**src/rtl/vga_timing_if.sv**
```systemverilog
// Raster timing bundle between the VGA timing generator and the pixel pipeline.
// The master side (vga_timing) drives every signal; pixel generators and the
// connector logic attach to the slave side.
interface vga_timing_if;
  logic [9:0] x;
  logic [9:0] y;
  logic       valid;
  logic       hsync;
  logic       vsync;
  logic       newframe;
  logic       line_end;
  logic [7:0] frame;
  logic       pix_en;

  modport master (
    output x, y, valid, hsync, vsync, newframe, line_end, frame, pix_en
  );

  modport slave (
    input x, y, valid, hsync, vsync, newframe, line_end, frame, pix_en
  );
endinterface

```
**src/rtl/vga_timing.sv**
```systemverilog
// VGA raster timing generator (640x480@60 by default).
// Owns the horizontal/vertical counters and registers every output from the
// next-counter values, so coordinates, syncs and strobes never skew.
// Optional macro VGA_CLKDIV_EN: adds CLK_DIV and an internal divider so the
// block runs from a fast clk, advancing one slot per pix_en strobe.
module vga_timing #(
  parameter int H_ACTIVE = 640,
  parameter int H_FP     = 16,
  parameter int H_SYNC   = 96,
  parameter int H_BP     = 48,
  parameter int V_ACTIVE = 480,
  parameter int V_FP     = 10,
  parameter int V_SYNC   = 2,
  parameter int V_BP     = 33,
  parameter bit SYNC_POL = 1'b0
`ifdef VGA_CLKDIV_EN
  , parameter int CLK_DIV = 4
`endif
) (
  input logic clk,
  input logic rst,
  vga_timing_if.master vif
);

  localparam int H_TOTAL = H_ACTIVE + H_FP + H_SYNC + H_BP;
  localparam int V_TOTAL = V_ACTIVE + V_FP + V_SYNC + V_BP;

  localparam logic [9:0] H_LAST = 10'(H_TOTAL - 1);
  localparam logic [9:0] V_LAST = 10'(V_TOTAL - 1);
  localparam logic [9:0] H_ACT  = 10'(H_ACTIVE);
  localparam logic [9:0] V_ACT  = 10'(V_ACTIVE);
  localparam logic [9:0] HS_BEG = 10'(H_ACTIVE + H_FP);
  localparam logic [9:0] HS_END = 10'(H_ACTIVE + H_FP + H_SYNC - 1);
  localparam logic [9:0] VS_BEG = 10'(V_ACTIVE + V_FP);
  localparam logic [9:0] VS_END = 10'(V_ACTIVE + V_FP + V_SYNC - 1);

  logic [9:0] x_q, y_q, x_nxt, y_nxt;
  logic       valid_q, hs_q, vs_q, nf_q, le_q;
  logic [7:0] frame_q;
  logic       nf_nxt;
  logic       step;

`ifdef VGA_CLKDIV_EN
  localparam int DW = (CLK_DIV > 1) ? $clog2(CLK_DIV) : 1;
  localparam logic [DW-1:0] DIV_LAST = DW'(CLK_DIV - 1);

  logic [DW-1:0] div_q, div_nxt;
  logic          pe_q;

  // divider wrap; a slot begins on the edge where the divider reaches its last count
  always_comb begin
    div_nxt = (div_q == DIV_LAST) ? '0 : div_q + DW'(1);
  end

  assign step = (div_nxt == DIV_LAST);

  // divider and registered pixel strobe
  always_ff @(posedge clk) begin
    if (rst) begin
      div_q <= '0;
      pe_q  <= 1'b0;
    end else begin
      div_q <= div_nxt;
      pe_q  <= step;
    end
  end

  assign vif.pix_en = pe_q;
`else
  assign step       = 1'b1;
  assign vif.pix_en = 1'b1;
`endif

  // next raster position; totals compared explicitly so any parameter set wraps cleanly
  always_comb begin
    x_nxt = x_q + 10'd1;
    y_nxt = y_q;
    if (x_q == H_LAST) begin
      x_nxt = '0;
      y_nxt = (y_q == V_LAST) ? '0 : y_q + 10'd1;
    end
    nf_nxt = (x_nxt == '0) && (y_nxt == V_ACT);
  end

  // all outputs registered from the next position so they stay mutually aligned
  always_ff @(posedge clk) begin
    if (rst) begin
      x_q     <= '0;
      y_q     <= '0;
      valid_q <= 1'b1;
      hs_q    <= ~SYNC_POL;
      vs_q    <= ~SYNC_POL;
      nf_q    <= 1'b0;
      le_q    <= 1'b0;
      frame_q <= '0;
    end else if (step) begin
      x_q     <= x_nxt;
      y_q     <= y_nxt;
      valid_q <= (x_nxt < H_ACT) && (y_nxt < V_ACT);
      hs_q    <= ((x_nxt >= HS_BEG) && (x_nxt <= HS_END)) ? SYNC_POL : ~SYNC_POL;
      vs_q    <= ((y_nxt >= VS_BEG) && (y_nxt <= VS_END)) ? SYNC_POL : ~SYNC_POL;
      nf_q    <= nf_nxt;
      le_q    <= (x_nxt == H_LAST);
      if (nf_nxt) frame_q <= frame_q + 8'd1;
    end else begin
      // strobes last a single clk even when slots span several clks
      nf_q <= 1'b0;
      le_q <= 1'b0;
    end
  end

  assign vif.x        = x_q;
  assign vif.y        = y_q;
  assign vif.valid    = valid_q;
  assign vif.hsync    = hs_q;
  assign vif.vsync    = vs_q;
  assign vif.newframe = nf_q;
  assign vif.line_end = le_q;
  assign vif.frame    = frame_q;

endmodule

```
**src/flat_wrapper.sv**
```systemverilog
// flat-port wrapper written by rule: the top's interface ports become plain ports
module vga_timing_flat 
#(
  parameter int H_ACTIVE = 640,
  parameter int H_FP     = 16,
  parameter int H_SYNC   = 96,
  parameter int H_BP     = 48,
  parameter int V_ACTIVE = 480,
  parameter int V_FP     = 10,
  parameter int V_SYNC   = 2,
  parameter int V_BP     = 33,
  parameter bit SYNC_POL = 1'b0

)
  (clk, rst, vif_x, vif_y, vif_valid, vif_hsync, vif_vsync, vif_newframe, vif_line_end, vif_frame, vif_pix_en);
  vga_timing_if vif_i ();
  input logic clk;
  input logic rst;
  output wire logic [$bits(vif_i.x)-1:0] vif_x;
  output wire logic [$bits(vif_i.y)-1:0] vif_y;
  output wire logic [$bits(vif_i.valid)-1:0] vif_valid;
  output wire logic [$bits(vif_i.hsync)-1:0] vif_hsync;
  output wire logic [$bits(vif_i.vsync)-1:0] vif_vsync;
  output wire logic [$bits(vif_i.newframe)-1:0] vif_newframe;
  output wire logic [$bits(vif_i.line_end)-1:0] vif_line_end;
  output wire logic [$bits(vif_i.frame)-1:0] vif_frame;
  output wire logic [$bits(vif_i.pix_en)-1:0] vif_pix_en;
  assign vif_x = vif_i.x;
  assign vif_y = vif_i.y;
  assign vif_valid = vif_i.valid;
  assign vif_hsync = vif_i.hsync;
  assign vif_vsync = vif_i.vsync;
  assign vif_newframe = vif_i.newframe;
  assign vif_line_end = vif_i.line_end;
  assign vif_frame = vif_i.frame;
  assign vif_pix_en = vif_i.pix_en;
  vga_timing #(.H_ACTIVE(H_ACTIVE), .H_FP(H_FP), .H_SYNC(H_SYNC), .H_BP(H_BP), .V_ACTIVE(V_ACTIVE), .V_FP(V_FP), .V_SYNC(V_SYNC), .V_BP(V_BP), .SYNC_POL(SYNC_POL)) u_core (.clk(clk), .rst(rst), .vif(vif_i));
endmodule
```
**config.mk**
```make
export PLATFORM = sky130hd
export DESIGN_NAME = vga_timing_flat
export DESIGN_NICKNAME = d
export VERILOG_FILES = /design/src/rtl/vga_timing_if.sv /design/src/rtl/vga_timing.sv /design/src/flat_wrapper.sv
export SDC_FILE = /design/constraint.sdc
export NUM_CORES = 1
export LEC_CHECK = 0
export ABC_AREA = 1
export BUFFER_PORTS_ARGS = -buffer_cell sky130_fd_sc_hd__buf_2
export CAP_MARGIN = 20
export CORE_MARGIN = 2
export CORE_UTILIZATION = 44
export DETAILED_ROUTE_END_ITERATION = 8
export GPL_TIMING_DRIVEN = 0
export PLACE_DENSITY_LB_ADDON = 0.12
export SLEW_MARGIN = 20
export SYNTH_ARGS = -nofsm -noshare
export SYNTH_HDL_FRONTEND = slang
export SYNTH_SLANG_ARGS = --single-unit
```
**constraint.sdc**
```tcl
create_clock -name clk -period 2.45 [get_ports clk]
set_input_delay 0.245 -clock clk [delete_from_list [all_inputs] [get_ports clk]]
set_output_delay 0.245 -clock clk [all_outputs]
set_load 0.05 [all_outputs]
```
# ---- After elaboration in Yosys (flattened, before gate mapping)
# Index checks and enable logic that the tools add are counted.
# Widths: inputs -> output; s select.
dict set report classes {
  add_sub_neg 3
  n_lt_le_gt_ge 6
  n_eq_ne 4
  mux 5
  n_reduce_logical 5
}
# operator count
set op_table {}
lappend op_table {{$eq 10x10->1 const B} 3}
lappend op_table {{$mux 10} 3}
lappend op_table {{$add 10x1->10 const B} 2}
lappend op_table {{$eq 10x9->1 const B} 1}
lappend op_table {{$ge 10x10->1 const B} 1}
lappend op_table {{$ge 10x9->1 const B} 1}
lappend op_table {{$le 10x10->1 const B} 1}
lappend op_table {{$le 10x9->1 const B} 1}
lappend op_table {{$logic_not 10->1} 1}
lappend op_table {{$lt 10x10->1 const B} 1}
lappend op_table {{$lt 10x9->1 const B} 1}
lappend op_table {{$add 8x1->8 const B} 1}
lappend op_table {{$logic_and 1x1->1} 4}
lappend op_table {{$mux 1} 2}
dict set report word_totals {
  reg_bits 33
  wordCells 31
}

# ---- Logic depth before layout (Yosys ltp)
dict set report depth {
  word_depth 6
  mapped_depth 15
  ltp_nobuf 15
}

# ---- Worst setup path after synthesis
# Ideal clock, no wire load.
dict set report synth_timing {
  path_kind {reg-to-reg}
  startpoint {register u_core.x_q[0] (netlist: u_core.vif.x[0])}
  endpoint {register u_core.frame_q[5] (netlist: u_core.vif.frame[5])}
  arrival_ns 2.198
  required_ns 2.318
  setup_slack_ns 0.120
  path_stages_with_launch 13
  path_buffers 0
  synth_period_minus_slack_ns 2.330
  path_cell_list {dfxtp_1 -> ha_1 -> nand2_4 -> nor2_8 -> nand3_4 -> nand2_1 -> nand2_1 -> nor2_2 -> nand2_2 -> nor2_8 -> nand3_4 -> nand2_1 -> a21oi_1}
}
dict set report synth_via {
  elab_chain_len 4
  word_cells_on_any_way 7
  classes_between {1 x add/sub; 2 x eq/ne; 2 x mux; 2 x reduce/logical}
}
# item line
set synth_lines {}
lappend synth_lines {{start: declaration} vga_timing.sv:37} ;# logic [9:0] x_q, y_q, x_nxt, y_nxt;
lappend synth_lines {{start signal: assignment} vga_timing.sv:97} ;# x_q <= x_nxt;
lappend synth_lines {{$add 10x1->10 or $eq 10x10->1 (tied branches)} {vga_timing.sv:76, vga_timing.sv:78}}
lappend synth_lines {{$mux 10} vga_timing.sv:78} ;# if (x_q == H_LAST) begin
lappend synth_lines {{$logic_not 10->1 or $eq 10x9->1 (tied branches)} vga_timing.sv:82} ;# nf_nxt = (x_nxt == '0) && (y_nxt == V_ACT);
lappend synth_lines {{$logic_and 1x1->1 (*)} vga_timing.sv:82}
lappend synth_lines {{end signal: assignment} vga_timing.sv:104} ;# if (nf_nxt) frame_q <= frame_q + 8'd1;
lappend synth_lines {{end: declaration} vga_timing.sv:39} ;# logic [7:0] frame_q;
# Every way passes the cells marked *; elsewhere a longest branch is shown, timed or not.
# A chain may end at the register's enable or synchronous reset.

# ---- Worst setup path in the final report
dict set report layout_timing {
  startpoint {register u_core.x_q[0] (netlist: u_core.vif.x[0])}
  endpoint {register u_core.frame_q[6] (netlist: u_core.vif.frame[6])}
}
# Same word-level chain as after synthesis.

==> impl_results.html <==
<table>
<tr><th>Metric</th><th>Value</th></tr>
<tr><th colspan="2">Synthesis</th></tr>
<tr><td>Post-synth top area cell</td><td>dfxtp_1</td></tr>
<tr><td>Post-Syn Area per Cell</td><td>6.97 µm²</td></tr>
<tr><td>Synth Flop Type</td><td>dfxtp_1</td></tr>
<tr><td>Share of async-settable or async-resettable flops after synthesis</td><td>0</td></tr>
<tr><td>Net count of the mapped netlist</td><td>305</td></tr>
<tr><td>Syn Std Cell Area</td><td>roughly 0.0021 mm²</td></tr>
<tr><td>Number of distinct standard cells referenced by the synthesized netlist</td><td>32</td></tr>
<tr><td>Number of cells produced by synthesis</td><td>just under 300</td></tr>
<tr><td>Top cells by area, synth</td><td>dfxtp_1, nand2_1, nor2_1, inv_1, nor2_8</td></tr>
<tr><td>EDFF count, synth</td><td>0</td></tr>
<tr><td>FF+latch count, synth</td><td>33</td></tr>
<tr><td>Synth Warn #</td><td>0</td></tr>
<tr><td>Post-synthesis sequential area ratio</td><td>0.318</td></tr>
<tr><td>Top-area cell type share of the netlist area</td><td>0.318</td></tr>
<tr><th colspan="2">Floorplan</th></tr>
<tr><td>I/O pins</td><td>36</td></tr>
<tr><td>Horizontal extent of the die</td><td>slightly above 70 µm</td></tr>
<tr><td>Number of rows created at floorplan</td><td>25</td></tr>
<tr><td>Floorplan die height</td><td>about 73 µm</td></tr>
<tr><td>Area of the placeable core</td><td>0.00463 mm²</td></tr>
<tr><td>Total Die Area</td><td>roughly 0.0053 mm²</td></tr>
<tr><td>Starting utilization of the core area</td><td>0.449</td></tr>
<tr><th colspan="2">Finish</th></tr>
<tr><td>Post-route cell area</td><td>roughly 0.0024 mm²</td></tr>
<tr><td>Count of antenna diodes in the layout</td><td>0</td></tr>
<tr><td>Syn-to-layout area delta</td><td>15.6%</td></tr>
<tr><td>Net count reported at finish</td><td>roughly 350</td></tr>
<tr><td>Utilization of the core after routing</td><td>0.519</td></tr>
<tr><td>Share of cells above drive strength 1</td><td>0.239</td></tr>
<tr><th colspan="2">Worst setup path</th></tr>
<tr><td>Biggest fanout along the worst timing path</td><td>9</td></tr>
<tr><td>CP endpoint kind</td><td>flip-flop</td></tr>
<tr><td>Reg2reg setup slack</td><td>roughly 0.23 ns</td></tr>
<tr><td>Critical path data arrival time</td><td>roughly 2.4 ns</td></tr>
<tr><td>Cell family contributing the most delay on the critical path</td><td>simple AND/OR/NAND/NOR gates</td></tr>
<tr><td>Startpoint of the worst register-to-register path</td><td>u_core.vif.x[0]</td></tr>
<tr><td>Startpoint type of the worst setup path</td><td>flip-flop</td></tr>
<tr><td>Launch point of the worst path</td><td>u_core.vif.x[0]</td></tr>
<tr><td>Slowest Stage Delay on Critical Path</td><td>between 0.4 and 0.5 ns</td></tr>
<tr><td>List of cells traversed by the critical path</td><td>ha_1 -&gt; nand2_4 -&gt; nor2_8 -&gt; nand3_4 -&gt; nand3_1 -&gt; nand2_1 -&gt; nor2_8 -&gt; nand3_4 -&gt; nand2_1 -&gt; a21oi_1</td></tr>
<tr><td>Path type of the worst setup path</td><td>flip-flop to flip-flop</td></tr>
<tr><td>Data required time of the critical path</td><td>between 2 and 3 ns</td></tr>
<tr><td>CP max-delay cell</td><td>dfxtp_1</td></tr>
<tr><td>Crit path buf inv count</td><td>0</td></tr>
<tr><th colspan="2">Power and ir drop</th></tr>
<tr><td>Internal Power</td><td>between 0.7 and 0.8 mW</td></tr>
<tr><td>Combinational Power Share</td><td>0.046</td></tr>
<tr><td>Maximum VDD drop</td><td>~0.00030 V</td></tr>
<tr><td>Proportion of power drawn by flip-flops and latches</td><td>0.545</td></tr>
<tr><td>Switching Power</td><td>roughly 0.23 mW</td></tr>
<tr><td>Sw Share</td><td>0.230</td></tr>
<tr><td>Standby leakage power</td><td>1.16 nW</td></tr>
<tr><td>Power Dens Cells</td><td>between 400 and 500 mW/mm²</td></tr>
<tr><td>Clock network fraction of total power</td><td>0.409</td></tr>
<tr><th colspan="2">Detailed routing</th></tr>
<tr><td>Detailed Routing Iterations Pass 1</td><td>4</td></tr>
<tr><td>Total wire length after detailed routing</td><td>4.78 mm</td></tr>
<tr><td>WL per Instance</td><td>12.2 µm</td></tr>
<tr><td>Via count</td><td>1,961</td></tr>
<tr><td>Vias per Instance</td><td>about 5</td></tr>
<tr><td>Antenna viol nets, final</td><td>0</td></tr>
<tr><td>Detailed router's first-iteration violation count</td><td>about 140</td></tr>
<tr><td>Count of unresolved DRC violations after routing</td><td>0</td></tr>
<tr><th colspan="2">GRT</th></tr>
<tr><td>Initial antenna violation count</td><td>0</td></tr>
<tr><td>Overall track demand over capacity in global routing</td><td>0.193</td></tr>
<tr><td>Overall overflow remaining after global route</td><td>0</td></tr>
<tr><td>Global-route wire length before repair</td><td>slightly below 8 mm</td></tr>
<tr><td>Largest net degree at the start of global routing</td><td>11</td></tr>
<tr><td>Number of global-route vias before repair</td><td>between 1,500 and 2,000</td></tr>
<tr><th colspan="2">Placed design</th></tr>
<tr><td>Routability congestion estimate</td><td>between 0.8 and 0.9</td></tr>
<tr><td>Detailed placer's ending HPWL</td><td>3.70 mm</td></tr>
<tr><td>Number of I/O port buffers</td><td>34</td></tr>
<tr><td>Instance area after placement</td><td>around 0.0023 mm²</td></tr>
<tr><th colspan="2">Clock tree</th></tr>
<tr><td>Total clock buffers created by CTS</td><td>5</td></tr>
<tr><td>Post-CTS setup buffer count</td><td>0</td></tr>
<tr><td>Clock Sink Count</td><td>33</td></tr>
<tr><td>Clock tree buffer depth</td><td>2</td></tr>
<tr><td>Number of levels the H-tree was split into</td><td>2</td></tr>
<tr><td>Clock-pin transition on the worst setup and hold timing paths</td><td>0.07 ns</td></tr>
<tr><td>Clock root cell</td><td>clkbuf_8</td></tr>
<tr><td>Quantity of gates resized following cts</td><td>0</td></tr>
<tr><td>TritonCTS clock tree</td><td>done</td></tr>
<tr><td>Number of buffers added to fix hold violations after cts</td><td>0</td></tr>
<tr><td>Clock latency on the worst-skew pair</td><td>~0.28 ns</td></tr>
<tr><th colspan="2">Timing</th></tr>
<tr><td>Fin crit share</td><td>0.905</td></tr>
<tr><td>Fin Setup TNS</td><td>0 ns</td></tr>
<tr><td>F_max</td><td>451 MHz</td></tr>
<tr><td>Setup repair after global routing missed its margin</td><td>no</td></tr>
<tr><td>Clock skew</td><td>0.00527 ns</td></tr>
<tr><td>Worst Max-Slew Pin Slew</td><td>around 0.53 ns</td></tr>
<tr><td>Final count of negative-setup-slack endpoints</td><td>0</td></tr>
<tr><td>Max transition margin</td><td>0.648</td></tr>
<tr><td>Count of final hold-check violations</td><td>0</td></tr>
<tr><td>Minimum clock period after layout</td><td>between 2 and 2.5 ns</td></tr>
<tr><td>Pins Over Slew Limit</td><td>0</td></tr>
<tr><th colspan="2">Job</th></tr>
<tr><td>Max-capacitance violation count</td><td>0</td></tr>
<tr><th colspan="2">Hold path</th></tr>
<tr><td>Launch instance of the worst min-delay path</td><td>rst</td></tr>
<tr><td>Path class of the lowest-slack min-delay path</td><td>input port to flip-flop</td></tr>
<tr><th colspan="2">Outcome</th></tr>
<tr><td>Outcome</td><td>finished clean</td></tr>
</table>
==> power groups by stage <==
stage / clock [mW] / sequential [mW] / combinational (mW)
6_report: 0.411 / 0.547 / 0.0467
5_1_grt: 0.440 / 0.548 / 0.0508
4_1_cts: 0.424 / 0.547 / 0.0471
3_5_place_dp: 0 / 0.560 / 0.0471
3_3_place_gp: 0 / 0.559 / 0.0458
2_1_floorplan: 0 / 0.573 / 0.0203
==> cell type report <==
cell class	count	area (µm²)
Fill cell	484	2230
Timing Repair Buffer	34	170
Clock buffer	7	86.3
Inverter	37	141
Buffer	5	23.8
Sequential cell	33	661
Tap cell	54	67.6
Multi-Input combinational cell	223	1250
==> stage by stage <==
step	hold WS [ns]	worst slack [ns]	instances	power (mW)
floorplan	0.328	0.120	298	0.593
global placement	0.461	0.232	386	0.605
detailed placement	0.467	0.205	386	0.607
CTS	0.193	0.201	393	1.02
global route	0.205	0.00964	393	1.04
finish	0.197	0.232	393	1.00
==> worst reg2reg max path, delay by kind of cell, from the launching register on <==
family	cells	cell delay, ns
fa+ha+maj	1	0.28
compound gates	1	0.06
flops	1	0.45
simple gates	8	1.31
==> Yosys cell counts (2+ instances only) <==
| library cell | instances |
|---|---|
| nor3_1 | 8 |
| nand3_1 | 22 |
| a21oi_1 | 13 |
| nand2_2 | 13 |
| nor2_8 | 6 |
| dfxtp_1 | 33 |
| ha_1 | 5 |
| clkbuf_1 | 3 |
| nand3_4 | 2 |
| nor2_1 | 38 |
| nand2_4 | 3 |
| nand4_1 | 16 |
| xnor2_1 | 3 |
| nand2_1 | 71 |
| xor2_1 | 5 |
| nor2_2 | 6 |
| inv_1 | 33 |
| inv_2 | 3 |
| nand3_2 | 2 |
==> routing by layer <==
layer  wire (µm)  vias to the layer above  global-route usage
li1            -                     1033                   -
met1        2340                      878               0.279
met2        2140                       44               0.287
met3         235                        6              0.0414
met4          63                        0              0.0576
met5           0                        -                   0
==> flip-flops by register name, summed over array words and instances (netlist names) <==
signal               flops
u_core.vif.x            10
u_core.vif.y            10
u_core.vif.frame         8
u_core.vif.hsync         1
u_core.vif.line_end      1
u_core.vif.newframe      1
u_core.vif.valid         1
u_core.vif.vsync         1
==> cell families (layout without fill, tap and decap cells) <==
kind of cell | after synthesis | after routing | share of synthesized area
XOR/XNOR | 8 | 8 | 0.0337
flip-flops | 33 | 33 | 0.318
AO/OA/AOI/OAI | 18 | 18 | 0.0476
AND/OR/NAND/NOR | 191 | 191 | 0.489
adder cells (fa/ha/maj) | 5 | 5 | 0.0301
other | 1 | 1 | 0.00180
buffers and inverters | 42 | 83 | 0.0795
==> path summary, 6_finish.rpt <==
| path | depth (start not counted) | endpoint |
|---|---|---|
| setup / recovery | 10 | u_core.vif.frame[6] |
| hold / removal | 2 | u_core.vif.y[5] |
| setup reg to reg | 10 | u_core.vif.frame[6] |
| hold reg to reg | 2 | u_core.vif.frame[4] |
==> cell usage in the layout (no fill, tap or decap) <==
cell      netlist  final
a21oi_1        13     13
clkbuf_1        3      4
nand3_2         2      2
buf_4           1      1
o21ai_0         1      1
nor2_8          6      6
dfxtp_1        33     33
inv_4           1      1
nand3_1        22     22
nor3_1          8      8
buf_2           1     35
nand2_4         3      3
nor2_2          6      6
xor2_1          5      5
or2_2           1      1
a211oi_1        1      1
nand3_4         2      2
or2_1           1      1
nand2_2        13     13
conb_1          1      1
ha_1            5      5
nor2_1         38     38
o22ai_1         1      1
inv_1          33     33
xnor2_1         3      3
inv_2           3      3
nor2_4          1      1
a31oi_1         1      1
o21ai_2         1      1
clkbuf_8        0      6
nor4_1          1      1
nand2_1        71     71
nand4_1        16     16
Note: power is estimated with default switching activity, not from simulation.
